==> src/rtl/line_adaptor_pkg.sv <==
// Shared types and constants for the line-to-burst adaptor.
// Build option LINE_ADAPTOR_PERF_EN is consumed by line_burst_adaptor.
package line_adaptor_pkg;

    localparam int LINE_W_DEF    = 256;
    localparam int BEAT_W_DEF    = 64;
    localparam int ADDR_W_DEF    = 32;
    localparam int BEATS         = LINE_W_DEF / BEAT_W_DEF;
    localparam int BEAT_IDX_W    = $clog2(BEATS);
    localparam int LINE_OFFSET_W = 5;

    typedef enum logic [2:0] {
        ST_IDLE     = 3'd0,
        ST_RD_WAIT  = 3'd1,
        ST_RD_BURST = 3'd2,
        ST_WR_WAIT  = 3'd3,
        ST_WR_BURST = 3'd4,
        ST_DONE     = 3'd5
    } adaptor_state_t;

endpackage

==> src/rtl/line_adaptor_perf.sv <==
// Saturating transaction and stall counters for the line adaptor,
// derived purely from the adaptor state and its completion pulse.
module line_adaptor_perf
    import line_adaptor_pkg::*;
(
    input  logic        clk,
    input  logic        rst,
    input  logic [2:0]  state,
    input  logic        resp,
    output logic [31:0] rd_count,
    output logic [31:0] wr_count,
    output logic [31:0] stall_count
);

    localparam logic [31:0] SAT = 32'hFFFF_FFFF;

    adaptor_state_t st;
    logic           last_wr;
    logic           in_wait;

    assign st      = adaptor_state_t'(state);
    assign in_wait = (st == ST_RD_WAIT) || (st == ST_WR_WAIT);

    // DONE carries no direction, so remember which WAIT state led into it
    always_ff @(posedge clk or posedge rst) begin
        if (rst) begin
            last_wr     <= 1'b0;
            rd_count    <= '0;
            wr_count    <= '0;
            stall_count <= '0;
        end else begin
            if (st == ST_WR_WAIT) begin
                last_wr <= 1'b1;
            end else if (st == ST_RD_WAIT) begin
                last_wr <= 1'b0;
            end
            if (in_wait && stall_count != SAT) begin
                stall_count <= stall_count + 32'd1;
            end
            if (resp && !last_wr && rd_count != SAT) begin
                rd_count <= rd_count + 32'd1;
            end
            if (resp && last_wr && wr_count != SAT) begin
                wr_count <= wr_count + 32'd1;
            end
        end
    end

endmodule

==> src/rtl/line_burst_adaptor.sv <==
// Serialises/deserialises one cache line into a BEATS-beat memory burst.
// Define LINE_ADAPTOR_PERF_EN to add rd_count/wr_count/stall_count outputs.
module line_burst_adaptor
    import line_adaptor_pkg::*;
#(
    parameter int LINE_W = LINE_W_DEF,
    parameter int BEAT_W = BEAT_W_DEF,
    parameter int ADDR_W = ADDR_W_DEF
) (
    input  logic              clk,
    input  logic              reset,
    input  logic              read,
    input  logic              write,
    input  logic [ADDR_W-1:0] address,
    input  logic [LINE_W-1:0] wdata,
    output logic              resp,
    output logic [LINE_W-1:0] rdata,
    output logic [ADDR_W-1:0] address_o,
    output logic              read_o,
    output logic              write_o,
    output logic [BEAT_W-1:0] burst_o,
    input  logic [BEAT_W-1:0] burst_i,
    input  logic              resp_i,
`ifdef LINE_ADAPTOR_PERF_EN
    output logic [31:0]       rd_count,
    output logic [31:0]       wr_count,
    output logic [31:0]       stall_count,
`endif
    output logic [2:0]        dbg_state
);

    localparam int NB    = LINE_W / BEAT_W;
    localparam int IDX_W = $clog2(NB);

    adaptor_state_t    state_q, state_d;
    logic [IDX_W-1:0]  cnt_q, cnt_d;
    logic [ADDR_W-1:0] addr_q;
    logic [LINE_W-1:0] wdata_q;
    logic [LINE_W-1:0] rdata_q;
    logic              load_addr;
    logic              load_wdata;
    logic              capture;

    // Counter advances only on resp_i, so a gap in the strobe simply holds the FSM
    always_comb begin
        state_d    = state_q;
        cnt_d      = cnt_q;
        load_addr  = 1'b0;
        load_wdata = 1'b0;
        capture    = 1'b0;
        unique case (state_q)
            ST_IDLE: begin
                if (write) begin
                    load_addr  = 1'b1;
                    load_wdata = 1'b1;
                    state_d    = ST_WR_WAIT;
                end else if (read) begin
                    load_addr = 1'b1;
                    state_d   = ST_RD_WAIT;
                end
            end
            ST_RD_WAIT, ST_WR_WAIT: begin
                if (resp_i) begin
                    capture = (state_q == ST_RD_WAIT);
                    cnt_d   = cnt_q + IDX_W'(1);
                    state_d = (state_q == ST_RD_WAIT) ? ST_RD_BURST : ST_WR_BURST;
                end
            end
            ST_RD_BURST, ST_WR_BURST: begin
                if (resp_i) begin
                    capture = (state_q == ST_RD_BURST);
                    cnt_d   = cnt_q + IDX_W'(1);
                    if (cnt_q == IDX_W'(NB - 1)) begin
                        state_d = ST_DONE;
                    end
                end
            end
            ST_DONE: state_d = ST_IDLE;
            default: state_d = ST_IDLE;
        endcase
    end

    always_ff @(posedge clk or posedge reset) begin
        if (reset) begin
            state_q <= ST_IDLE;
            cnt_q   <= '0;
            addr_q  <= '0;
            wdata_q <= '0;
            rdata_q <= '0;
        end else begin
            state_q <= state_d;
            cnt_q   <= cnt_d;
            if (load_addr) begin
                addr_q <= {address[ADDR_W-1:LINE_OFFSET_W], {LINE_OFFSET_W{1'b0}}};
            end
            if (load_wdata) begin
                wdata_q <= wdata;
            end
            if (capture) begin
                rdata_q[BEAT_W*cnt_q +: BEAT_W] <= burst_i;
            end
        end
    end

    assign resp      = (state_q == ST_DONE);
    assign read_o    = (state_q == ST_RD_WAIT);
    assign write_o   = (state_q == ST_WR_WAIT);
    assign address_o = addr_q;
    assign burst_o   = wdata_q[BEAT_W*cnt_q +: BEAT_W];
    assign rdata     = rdata_q;
    assign dbg_state = state_q;

`ifdef LINE_ADAPTOR_PERF_EN
    line_adaptor_perf u_perf (
        .clk         (clk),
        .rst         (reset),
        .state       (state_q),
        .resp        (resp),
        .rd_count    (rd_count),
        .wr_count    (wr_count),
        .stall_count (stall_count)
    );
`endif

endmodule

==> config.mk <==
export PLATFORM = sky130hd
export DESIGN_NAME = line_burst_adaptor
export DESIGN_NICKNAME = d
export VERILOG_FILES = /design/src/rtl/line_adaptor_pkg.sv /design/src/rtl/line_adaptor_perf.sv /design/src/rtl/line_burst_adaptor.sv
export SDC_FILE = /design/constraint.sdc
export NUM_CORES = 1
export LEC_CHECK = 0
export ABC_CLOCK_PERIOD_IN_PS = 35600
export CORE_AREA = 2 2 277 279
export CTS_CLUSTER_DIAMETER = 60
export DETAILED_ROUTE_END_ITERATION = 10
export DIE_AREA = 0 0 279 281
export PLACE_DENSITY_LB_ADDON = 0.05
export SLEW_MARGIN = 15
export SYNTH_ARGS = -nofsm -noshare
export SYNTH_HDL_FRONTEND = slang
export SYNTH_SLANG_ARGS = --single-unit
==> constraint.sdc <==
create_clock -name clk -period 35.6 [get_ports clk]
set_input_delay 10.68 -clock clk [delete_from_list [all_inputs] [get_ports clk]]
set_output_delay 10.68 -clock clk [all_outputs]
set_load 0.01 [all_outputs]
==> results.py, run 1 <==
metrics = {
    "worst_setup_path": {
        "max_stage_delay_ns": 0.99,
        "cp_cell_sequence": "clkdlybuf4s50_1, and2_4, buf_4, buf_4, buf_4, mux2_1",
        "path_max_fanout": 63,
        "crit_required_ns": 36.07,
        "end_kind": "register",
        "critPathSlowestCell": "buf_4",
        "arrival_ns": 14.87,
        "crit_top_cell": "buf_4",
        "worstSetupStartpointType": "input pin",
        "worstSetupPathType": "in -> reg",
    },
    "placed_design": {
        "place_hpwl_um": 55400,
        "gp_congestion": 0.812,
        "preCtsSetupSlack_ns": 20.48,
        "portBuffers": 704,
    },
    "logic_synthesis": {
        "synth_seq_cells": 544,
        "synth_cells": 1730,
        "yosysWarningCount": 0,
        "synth_edf_count": 0,
        "synth_area_leaders": "dfrtp_1, mux2_4, mux4_2",
        "yosysTopAreaCell": "dfrtp_1",
        "async_flop_share_pct": 100,
        "yosys.area.top_type_share_pct": 57.7,
        "synthTopCellsByCount": "dfrtp_1, mux2_4, nand3_1",
        "synth_area_um2": 23600,
        "ys_types": 39,
        "synth_area_per_cell_um2": 13.6,
        "synth_flop_cell": "dfrtp_1",
        "yosysMostFrequentCell": "dfrtp_1",
        "seq_area_frac_synth_pct": 57.7,
    },
    "global_route": {
        "antenna_found_initial": 28,
        "gr-total-overflow": 0,
        "grt_usage_pct": 19.9,
        "grt_max_degree": 159,
        "grt_pass1_wl_um": 116000,
        "first_global_vias": 17100,
    },
    "timing": {
        "timing.fmax_mhz": 69.5,
        "hold_viol_final": 0,
        "fin_tns_setup_ns": 0,
        "drv_slew": 0,
        "setup_viol": 0,
        "worstMarginPinSlew_ns": 1.11,
        "fin_worst_skew_ns": 0.0251,
        "rsz0062_at_grt": "false",
        "relSlewSlack_pct": 26.1,
        "finalCritPeriodShare_pct": 40.4,
        "setup_slack_ns": 21.20,
        "min_period_ns": 14.40,
    },
    "detailed_routing": {
        "drc_errors": 0,
        "drt-initial-drc-count": 856,
        "drtPass1Iterations": 5,
        "ant_nets": 0,
        "viasPerCell": 4.71,
        "wl_per_cell_um": 23.1,
        "routed_wl_um": 79700,
        "vias": 16200,
    },
    "clock_tree": {
        "cts_resized": 0,
        "cts_tree": "done",
        "clk_pin_slew_worst_paths_ns": 0.05,
        "numCtsBuffers": 71,
        "cts_sinks": 544,
        "cts_root_buf": "clkbuf_16",
        "worstSkewPairLatency_ns": 0.60,
        "cts_buffer_depth": 3,
        "hold_buffers": 0,
        "htreeDepth": 3,
        "cts_setup_buffers": 0,
    },
    "layout": {
        "area_delta_synth_final_pct": 41.7,
        "multiInputGateArea_um2": 8500,
        "nFillCells": 6885,
        "ff_latch_area_um2": 13600,
        "nets": 2767,
        "drive_above_1_share_pct": 19.2,
    },
    "floorplan": {
        "core.rowCount": 101,
        "die_x_um": 279,
        "pin_count": 715,
        "dieArea_um2": 78400,
        "coreArea_um2": 75400,
        "fp.dieH_um": 281,
        "initial_core_util_pct": 31.3,
    },
    "pwr": {
        "clkPwrFrac_pct": 22.4,
        "power_density_nw_per_um2": 95.4,
        "netSwitchingPower_mw": 1.06,
        "pwr-share-seq_pct": 33.6,
        "sw_frac_of_total_pct": 33.2,
        "p_int_mw": 2.13,
        "p_leak_nw": 14.4,
        "combPwrFrac_pct": 43.9,
        "ir_drop_v": 0.0000474,
    },
    "job": {
        "drv_cap": 0,
    },
    "hold_path": {
        "hp-class": "reg -> reg",
    },
    "run_status": {
        "status": "finished clean",
    },
}
-- worst max-delay path: cells and delay by family --
family                 cells  cell delay (ns)
multiplexers               1             0.39
buffers and inverters      4             3.02
AND/OR/NAND/NOR            1             0.67
-- stage by stage --
| step | hold WS, ns | power (mW) | utilization (%) | instance area (um2) | instances |
|---|---|---|---|---|---|
| 4_1_cts | 0.467 | 3.24 | 44.3 | 33400 | 3436 |
| 6_report | 0.465 | 3.19 | 44.3 | 33400 | 3445 |
| 5_1_grt | 0.483 | 3.37 | 44.3 | 33400 | 3440 |
| 2_1_floorplan | 0.453 | 1.84 | - | 23600 | 1734 |
| 3_3_place_gp | 0.452 | 2.48 | 41.2 | 31100 | 3309 |
| 3_5_place_dp | 0.455 | 2.50 | 41.2 | 31100 | 3309 |
-- logic make-up (layout without fill, tap and decap cells) --
group,after synthesis,count (layout),share of synthesized area [%]
buffers and inverters,262,986,6.62
AND/OR/NAND/NOR,365,365,7.17
multiplexers,349,349,22.9
AO/OA/AOI/OAI,200,200,5.12
flip-flops,544,544,57.7
other,1,14,0.0159
XOR/XNOR,3,3,0.191
adder cells (fa/ha/maj),6,6,0.318
-- power groups by stage --
stage | registers (mW) | logic [mW] | clock network, mW
global route | 1.11 | 1.50 | 0.766
CTS | 1.08 | 1.43 | 0.738
finish | 1.07 | 1.40 | 0.716
floorplan | 1.08 | 0.762 | 0
global placement | 1.07 | 1.41 | 0
detailed placement | 1.08 | 1.42 | 0
-- layout make-up --
cell class                 instances  area share, %
antenna                            9         0.0673
clock buffer                     104           6.29
clock inverter                    23          0.703
inverter                         132           1.50
multi-input combinational        928           25.4
sequential                       544           40.7
tap                              978           3.66
timing repair buffer             727           21.6
-- cell usage in the layout (no fill, tap or decap), drive strengths merged, types with 54 or more instances in the layout --
master and n:
a22o 54, clkbuf 104, clkdlybuf4s50 704, dfrtp 544, inv 134, mux2 284
mux4 64, nand2 150, nand3 194, o21ai 142
-- flip-flops by register name, indices dropped and copies added, names as in the netlist --
signal	cells
rdata	256
dbg_state	3
address_o	27
cnt_q	2
wdata_q	256
-- final timing paths --
kind / cells after the start / slack (ns) / from / to
worst max-delay path: 6 / 21.20 / write / wdata_q[24]$_DFFE_PP0P_
worst min-delay path: 2 / 0.47 / rdata[67]$_DFFE_PP0P_ / rdata[67]$_DFFE_PP0P_
worst max register to register: 6 / 30.87 / dbg_state[0]$_DFFE_PP0P_ / wdata_q[24]$_DFFE_PP0P_
worst min register to register: 2 / 0.47 / rdata[67]$_DFFE_PP0P_ / rdata[67]$_DFFE_PP0P_
max in group asynchronous: 4 / 22.41 / reset / cnt_q[0]$_DFFE_PP0P_
min in group asynchronous: 2 / 10.68 / reset / rdata[182]$_DFFE_PP0P_
-- routing by layer --
metal | vias up | routed length (um) | track usage (%)
met4 | 36 | 1610 | 5.28
met2 | 493 | 39600 | 33.7
met1 | 8217 | 31100 | 23.4
met5 | - | 215 | 0
met3 | 118 | 7140 | 7.91
li1 | 7348 | - | -
Note: power is estimated with default switching activity, not from simulation.
==> inputs of run 2 (changes only) <==
ABC_CLOCK_PERIOD_IN_PS = 14650   (was 35600)
clock period = 14.65 ns   (was 35.6 ns; I/O delays follow)
==> run 2 against run 1 <==
Net effect: sequential power grew 140%; register-to-register slack lost 21 ns; power grew 140%; sequential share of layout area grew 0.12 points; worst setup slack lost 14 ns; design area shrank 0.30%; non-clock buffer count shrank 1; first-iteration DRC count shrank 1.4%; critical endpoint is now burst_o[44]; highest routed layer unchanged.
==> results.py, run 2 (synthesis gave the netlist of run 1 again) <==
metrics = {
    "run_status": {
        "status": "finished clean",
    },
    "worst_setup_path": {
        "rrSetupSlack_ns": 10.17,
        "crit_required_ns": 10.26,
        "worstSetupStartpointType": "register",
        "end_kind": "output port",
        "worstSetupPathType": "reg -> out",
        "setup.worst_path.start": "cnt_q[0]$_DFFE_PP0P_",
        "path_max_fanout": 27,
        "rr_worst_depth": 7,
        "timing.rr.end": "rdata[239]$_DFFE_PP0P_",
        "arrival_ns": 3.15,
        "r2r_start": "cnt_q[0]$_DFFE_PP0P_",
        "worstSetupEndpoint": "burst_o[44]",
    },
    "pwr": {
        "power.total_mw": 7.67,
        "p_int_mw": 5.11,
        "p_leak_nw": 14.3,
        "clkPwrFrac_pct": 21.6,
        "netSwitchingPower_mw": 2.56,
        "combPwrFrac_pct": 44.5,
        "pwr-share-seq_pct": 33.9,
        "ir_drop_v": 0.0000991,
        "power_density_nw_per_um2": 230,
        "sw_frac_of_total_pct": 33.3,
    },
    "layout": {
        "layoutNonFillerInstCount": 3445,
        "mostFrequentLayoutCells": "clkdlybuf4s50_1, dfrtp_1, mux2_4",
        "multiInputGateArea_um2": 8500,
        "ff_latch_area_um2": 13600,
        "fin_area_um2": 33300,
        "layout_commonest_cell": "clkdlybuf4s50_1",
        "drive_above_1_share_pct": 18.9,
        "area_delta_synth_final_pct": 41.3,
        "nFillCells": 6973,
        "nets": 2765,
    },
    "clock_tree": {
        "numCtsBuffers": 70,
        "cts_setup_buffers": 0,
        "cts_resized": 0,
        "htreeDepth": 3,
        "cts_sinks": 544,
        "cts_tree": "done",
        "worstSkewPairLatency_ns": 0.60,
        "clk_pin_slew_worst_paths_ns": 0.06,
        "cts_buffer_depth": 3,
        "cts_root_buf": "clkbuf_16",
        "hold_buffers": 0,
    },
    "floorplan": {
        "fp.dieH_um": 281,
        "dieArea_um2": 78400,
        "initial_core_util_pct": 31.3,
        "core.rowCount": 101,
        "pin_count": 715,
        "die_x_um": 279,
        "coreArea_um2": 75400,
    },
    "placed_design": {
        "place_hpwl_um": 55300,
        "gp_congestion": 0.819,
        "dpl.cell_count": 3308,
        "place_area_um2": 31100,
        "portBuffers": 704,
    },
    "global_route": {
        "grt_pass1_wl_um": 116000,
        "grt_max_degree": 178,
        "first_global_vias": 17000,
        "antenna_found_initial": 34,
        "gr-total-overflow": 0,
        "grt_usage_pct": 19.9,
    },
    "hold_path": {
        "hold_depth": 2,
        "hp-class": "reg -> reg",
    },
    "timing": {
        "rsz0062_at_grt": "false",
        "worstMarginPinSlew_ns": 1.07,
        "timing.fmax_mhz": 132,
        "min_period_ns": 7.55,
        "fin_worst_skew_ns": 0.0221,
        "setup_viol": 0,
        "drv_slew": 0,
        "fin_tns_setup_ns": 0,
        "hold_viol_final": 0,
        "holdWs_ns": 0.463,
        "relSlewSlack_pct": 28.7,
        "finalCritPeriodShare_pct": 51.5,
    },
    "detailed_routing": {
        "vias": 16300,
        "drc_errors": 0,
        "ant_nets": 0,
        "drtPass1Iterations": 7,
        "wl_per_cell_um": 23.0,
        "routed_wl_um": 79400,
        "drt-initial-drc-count": 844,
        "viasPerCell": 4.72,
    },
    "job": {
        "drv_cap": 0,
    },
}
## run 2: stage by stage
stage	util, %	worst slack [ns]
4_1_cts	44.1	6.95
6_report	44.2	7.10
2_1_floorplan	-	2.86
3_3_place_gp	41.2	7.00
3_5_place_dp	41.2	6.96
5_1_grt	44.2	6.88
## run 2: power groups by stage
stage	clock (mW)	combinational (mW)	sequential (mW)
3_5_place_dp	0	3.47	2.62
6_report	1.66	3.41	2.60
5_1_grt	1.77	3.64	2.69
3_3_place_gp	0	3.45	2.60
2_1_floorplan	0	1.85	2.63
4_1_cts	1.71	3.48	2.61
## run 2: final cells by class
class | count | share of cell area (%)
Clock inverter | 18 | 0.514
Clock buffer | 103 | 6.11
Inverter | 132 | 1.50
Tap cell | 978 | 3.67
Multi-Input combinational cell | 928 | 25.5
Timing Repair Buffer | 726 | 21.7
Sequential cell | 544 | 40.9
Antenna cell | 16 | 0.120
## run 2: worst min path at each step
stage                     slack [ns]                   start                endpoint
after global placement          0.45   rdata[89]$_DFFE_PP0P_   rdata[89]$_DFFE_PP0P_
after global routing            0.49  rdata[123]$_DFFE_PP0P_  rdata[123]$_DFFE_PP0P_
after detailed placement        0.45   rdata[97]$_DFFE_PP0P_   rdata[97]$_DFFE_PP0P_
after CTS                       0.47   rdata[97]$_DFFE_PP0P_   rdata[97]$_DFFE_PP0P_
final                           0.46   rdata[83]$_DFFE_PP0P_   rdata[83]$_DFFE_PP0P_
after floorplan                 0.45  wdata_q[0]$_DFFE_PP0P_  wdata_q[0]$_DFFE_PP0P_
## run 2: critical path: stages (launching register included)
cell             delay (ns)
dfrtp_4                0.75
buf_4                  0.59
mux4_2                 0.59
clkdlybuf4s50_1        0.60
## run 2: metal layers
metal	global-route usage [%]	vias to the layer above	part of all wire (%)
li1	-	7361	-
met1	23.9	8189	39
met2	33.3	536	50
met3	7.12	133	8.2
met4	6.55	34	2.5
met5	0	-	0.28
